[src/rtl/alu_sequencer.sv]
// Runs up to four ops from op_list through an external ALU, one slot at a time,
// optionally chaining each result into the next slot's A operand.
module alu_sequencer #(
    parameter int ALU_LATENCY = 1
) (
    input  logic        clock,
    input  logic        reset_n,
    input  logic        start,
    input  logic [7:0]  sw,
    input  logic [7:0]  op_list,
    input  logic [1:0]  op_count,
    input  logic        chain,
    input  logic [3:0]  alu_rezult,
    output logic [3:0]  alu_a,
    output logic [3:0]  alu_b,
    output logic [1:0]  alu_operation,
    output logic        alu_enable,
    output logic [15:0] result_bus,
    output logic        busy,
    output logic        done
);
    typedef enum logic [1:0] {
        IDLE  = 2'd0,
        ISSUE = 2'd1,
        WAIT  = 2'd2,
        DONE  = 2'd3
    } state_t;

    // WAIT ends when the counter reaches zero, so it is loaded with latency-1.
    localparam logic [1:0] LAT_LOAD = 2'(ALU_LATENCY - 1);

    state_t          state, state_nxt;
    logic [1:0]      idx;
    logic [1:0]      lat_cnt;
    logic [1:0]      cnt_q;
    logic [3:0]      a_q, b_q;
    logic [3:0][1:0] ops_q;
    logic            chain_q;
    logic [3:0][3:0] res_q;

    always_ff @(posedge clock) begin
        if (!reset_n) begin
            state   <= IDLE;
            idx     <= '0;
            lat_cnt <= '0;
            cnt_q   <= '0;
            a_q     <= '0;
            b_q     <= '0;
            ops_q   <= '0;
            chain_q <= 1'b0;
            res_q   <= '0;
        end else begin
            state <= state_nxt;
            case (state)
                IDLE: begin
                    if (start) begin
                        a_q     <= sw[3:0];
                        b_q     <= sw[7:4];
                        ops_q   <= op_list;
                        cnt_q   <= op_count;
                        chain_q <= chain;
                        res_q   <= '0;
                        idx     <= '0;
                    end
                end
                ISSUE: lat_cnt <= LAT_LOAD;
                WAIT: begin
                    if (lat_cnt == 2'd0) begin
                        res_q[idx] <= alu_rezult;
                        if (idx != cnt_q)
                            idx <= idx + 2'd1;
                    end else begin
                        lat_cnt <= lat_cnt - 2'd1;
                    end
                end
                default: ;
            endcase
        end
    end

    always_comb begin
        state_nxt     = state;
        alu_a         = '0;
        alu_b         = '0;
        alu_operation = '0;
        alu_enable    = 1'b0;
        busy          = 1'b0;
        done          = 1'b0;
        case (state)
            IDLE:    if (start) state_nxt = ISSUE;
            ISSUE:   state_nxt = WAIT;
            WAIT:    if (lat_cnt == 2'd0) state_nxt = (idx == cnt_q) ? DONE : ISSUE;
            DONE:    state_nxt = IDLE;
            default: state_nxt = IDLE;
        endcase
        // Operands stay on the bus for the whole ISSUE+WAIT window; reset blanks everything.
        if (reset_n && (state == ISSUE || state == WAIT)) begin
            alu_a         = (idx == 2'd0 || !chain_q) ? a_q : res_q[idx - 2'd1];
            alu_b         = b_q;
            alu_operation = ops_q[idx];
            alu_enable    = (state == ISSUE);
        end
        if (reset_n) begin
            busy = (state != IDLE);
            done = (state == DONE);
        end
    end

    assign result_bus = res_q;
endmodule

[config.mk]
export PLATFORM = sky130hd
export DESIGN_NAME = alu_sequencer
export DESIGN_NICKNAME = d
export VERILOG_FILES = /design/src/rtl/alu_sequencer.sv
export SDC_FILE = /design/constraint.sdc
export NUM_CORES = 1
export LEC_CHECK = 0
export ABC_AREA = 1
export BUFFER_PORTS_ARGS = -buffer_cell sky130_fd_sc_hd__buf_2
export CORE_MARGIN = 2
export CORE_UTILIZATION = 47
export CTS_CLUSTER_SIZE = 12
export DETAILED_ROUTE_END_ITERATION = 8
export PLACE_DENSITY = 0.75
export SYNTH_ARGS = -nofsm -noshare
export SYNTH_HDL_FRONTEND = slang
export SYNTH_SLANG_ARGS = --single-unit
[constraint.sdc]
create_clock -name clock -period 1.6 [get_ports clock]
set_input_delay 0.32 -clock clock [delete_from_list [all_inputs] [get_ports clock]]
set_output_delay 0.32 -clock clock [all_outputs]
set_load 0.005 [all_outputs]
==> results by stage <==
Status:
- The run finished, with violations left.
- The final reports fail on setup timing.

Place:
- Port buffering added 54 buffers.
- The HPWL reported at the end of detailed placement is 3.82 mm.
- The placer congestion estimate is 0.850.

Floorplanning:
- The site row count is 24.
- The initial utilization of the core area, before any placement, comes to 0.490.
- In this run the horizontal extent of the chip is 71.6 um.
- The area of the die is 0.00513 mm2.
- The core region is 0.00438 mm2.
- For this design the top-level I/O count stands at 55.
- In this run the vertical extent of the chip is 71.6 um.

Clock network:
- TritonCTS built the clock tree.
- After clock tree synthesis, the clock-pin slew on the worst setup and hold paths is 70 ps.
- The depth of the CTS H-tree is 2.
- Clock tree synthesis inserted a total of 5 buffers.
- The tree built by TritonCTS fans out to 41 sinks.
- The buffer depth of the longest clock path is 2.
- Clock latency on the worst-skew pair, taken at its later pin, is 290 ps.
- The number of buffers inserted for hold repair after clock tree synthesis is 0.
- The cell chosen for the clock root is clkbuf_8.

Global routing:
- The overall fraction of global-route tracks in use is 0.225.
- For this run the aggregate overflow at the end of global routing stands at 0.
- The initial antenna violation count was 0.
- The number of global-route vias before repair was 1975.
- The first global-routing pass estimated 9.05 mm of wire.
- The maximum number of pins on one net before global-route repair is 26.

Timing:
- Setup repair after global routing could not meet its margin everywhere.
- The final hold violation count is 0.
- The setup slack after layout is -300 ps.
- The post-layout minimum cycle time is 1900 ps.
- After routing, the total negative slack on setup checks comes to -1750 ps.
- The setup-violating endpoint count in the final report is 11.
- The share of the cycle needed by the critical path after routing is 1.19.
- The final number of max-transition violations is 0.
- The worst clock skew is 6.95 ps.
- Timing would allow up to 0.526 GHz.
- At the pin with the least slew margin, the transition time is 302 ps.
- In this run the tightest slew margin relative to its limit is 0.798.

Power:
- The static power due to leakage is 1.37 nW.
- IR analysis of the VDD net gives a maximum drop of 0.774 mV.
- In this run the power density over the cells is 1220 mW/mm2.

Detailed routing:
- The highest signal layer in the routed design is met4.
- Wire segments on met3 add up to 336 um in the final route.
- Detailed routing inserted a total of 2307 vias.
- The post-route antenna net violation count is 0.
- The via density per instance is 5.32.
- The average wire length per cell after detail routing is 13.9 um.
- The routed design uses 3.02 mm of met2 wire.
- The first-pass detailed-route iteration total is 5.
- The number of design-rule violations left by the first detailed-router iteration is 267.
- In the routed design, unresolved DRC markers number 0.
- For this block, the routed nets add up to 6.04 mm of wire.
- The wire length on met1 is 2.55 mm.

Cells and area:
- The number of antenna cells inserted is 0.
- The net count of the finished layout is 418.
- Relative to the synthesized area, the layout overhead comes to 38.2%.
- In the final layout, the share of cells above drive strength 1 is 0.356.
- The library cell used most frequently in the layout, excluding fill and tap cells, is buf_2.
- In the layout the commonest cells are buf_2 (54), nor2_1 (48), nand2_1 (41).
- The core utilization of the finished layout is 0.677.

Logic synthesis:
- The number of nets produced by synthesis is 349.
- The post-synthesis cell area is 0.00215 mm2.
- Each instance of the synthesized netlist takes up on average 6.88 um2.
- The number of library cell types mapped by synthesis is 23.
- Of the synthesized area, sequential elements account for 0.382.
- The count of flip-flops with a built-in enable after synthesis is 0.
- The share of Yosys cell area claimed by the top area cell type is 0.382.
- Among all flip-flop cells after synthesis, the most frequent one is dfxtp_1.
- Sorting the synthesized cells by area gives the leading types as dfxtp_1 (38%), nor2_1 (9.3%), nand2_1 (8.7%), a21oi_1 (8.4%), ha_1 (6.4%).
- The count of warnings emitted by yosys is 0.
- The cell count after synthesis came out at 312.
- The cell type with the largest total area after synthesis is dfxtp_1.
- In the synthesized netlist the async set-or-reset flop fraction comes to 0.
- The synthesized design contains 41 register bits.

Setup path:
- The required time at the worst-slack endpoint is 1280 ps.
- The nature of the critical path startpoint is a flip-flop.
- Along the worst path, the maximum fanout reaches 6.
- In this run the register-to-register setup slack is 0 ps.
- The arrival time reported for the critical path endpoint is 1580 ps.
- The number of cells traversed by the worst register-to-register path is 9.
- The capturing point of the worst reg2reg path is result_bus[0].
- The critical path start-end classification is reg2out.
- The worst reg2reg path startpoint is state[0].
- The nature of the critical path endpoint is a primary output.

Hold path:
- The startpoint identified for the worst hold timing path is op_list[7].
- The worst min-delay path category is in2reg.
- Counting instances, the worst hold path has a depth of 3.
- The hold path endpoint is ops_q[7].

Flow run:
- The reported max-cap violation count is 0.
==> area by class of cell <==
class,count,area (um2)
sequential,41,826
timing repair buffer,77,513
tap,52,65.1
inverter,38,148
multi-input combinational,218,1310
clock buffer,7,96.3
clock inverter,1,5.00
fill,365,1420
==> worst max-delay path, stage by stage, from the launching register on <==
cell and delay, ps:
dfxtp_2 340, inv_2 50, ha_4 270, inv_4 80, nor2_1 50, o21ai_1 100
nand2_1 90, o21ai_2 140, inv_1 50, buf_2 120
==> layer usage <==
| metal | up-vias | global-route usage |
|---|---|---|
| met5 | - | 0 |
| li1 | 1154 | - |
| met3 | 14 | 0.0492 |
| met1 | 1048 | 0.294 |
| met4 | 0 | 0.0860 |
| met2 | 91 | 0.363 |
==> worst max-delay path by stage <==
stage / startpoint / end
floorplan: state[0] / alu_a[0]
global placement: idx[1] / alu_a[1]
detailed placement: idx[0] / alu_a[1]
CTS: idx[0] / alu_a[0]
global route: idx[1] / alu_a[1]
finish: idx[1] / alu_a[0]
==> power by group <==
group          internal (W)  switching, W  leakage, nW
registers           0.00113     0.0000569        0.337
logic              0.000727      0.000952        0.984
clock network      0.000390      0.000355       0.0542
total               0.00225       0.00136         1.37
==> cell families (layout without fill, tap and decap cells) <==
group	after synthesis	count (layout)	synth area share
AO/OA/AOI/OAI	75	75	0.177
adder cells (fa/ha/maj)	11	11	0.0641
AND/OR/NAND/NOR	132	132	0.267
buffers and inverters	53	123	0.109
flip-flops	41	41	0.382
==> per-stage QoR <==
step / std cells / hold WS [ps] / total power [W] / setup WS (ps) / area [um2]
3_5_place_dp: 420 / 426 / 0.00236 / -0.122 / 2540
6_report: 434 / 268 / 0.00362 / -300 / 2970
3_3_place_gp: 420 / 417 / 0.00234 / 7.59 / 2540
5_1_grt: 434 / 264 / 0.00383 / -354 / 2970
4_1_cts: 430 / 258 / 0.00324 / -266 / 2740
2_1_floorplan: 312 / 407 / 0.00199 / 27.1 / 2160
==> state kept, by name (all words and copies together) (netlist names) <==
signal and flops:
result_bus 16, ops_q 8, a_q 4, b_q 4
cnt_q 2, idx 2, lat_cnt 2, state 2
chain_q 1
==> Yosys cell counts, drive strengths merged (2+ instances only) <==
cell and instances:
a21oi 36, buf 11, clkbuf 4, dfxtp 41
ha 11, inv 37, nand2 51, nand3 9
nand4 16, nor2 54, nor3 2, o21ai 38
==> what timing repair did <==
action / 4_1_cts / 5_1_grt
endpoints found under the setup margin: 12 / 31
setup buffers: 2 / 3
gates cloned: 0 / 3
pin swaps: 6 / 16
gates resized for setup: 26 / 37
hold endpoints to repair: 0 / 0
Note: power is estimated with default switching activity, not from simulation.
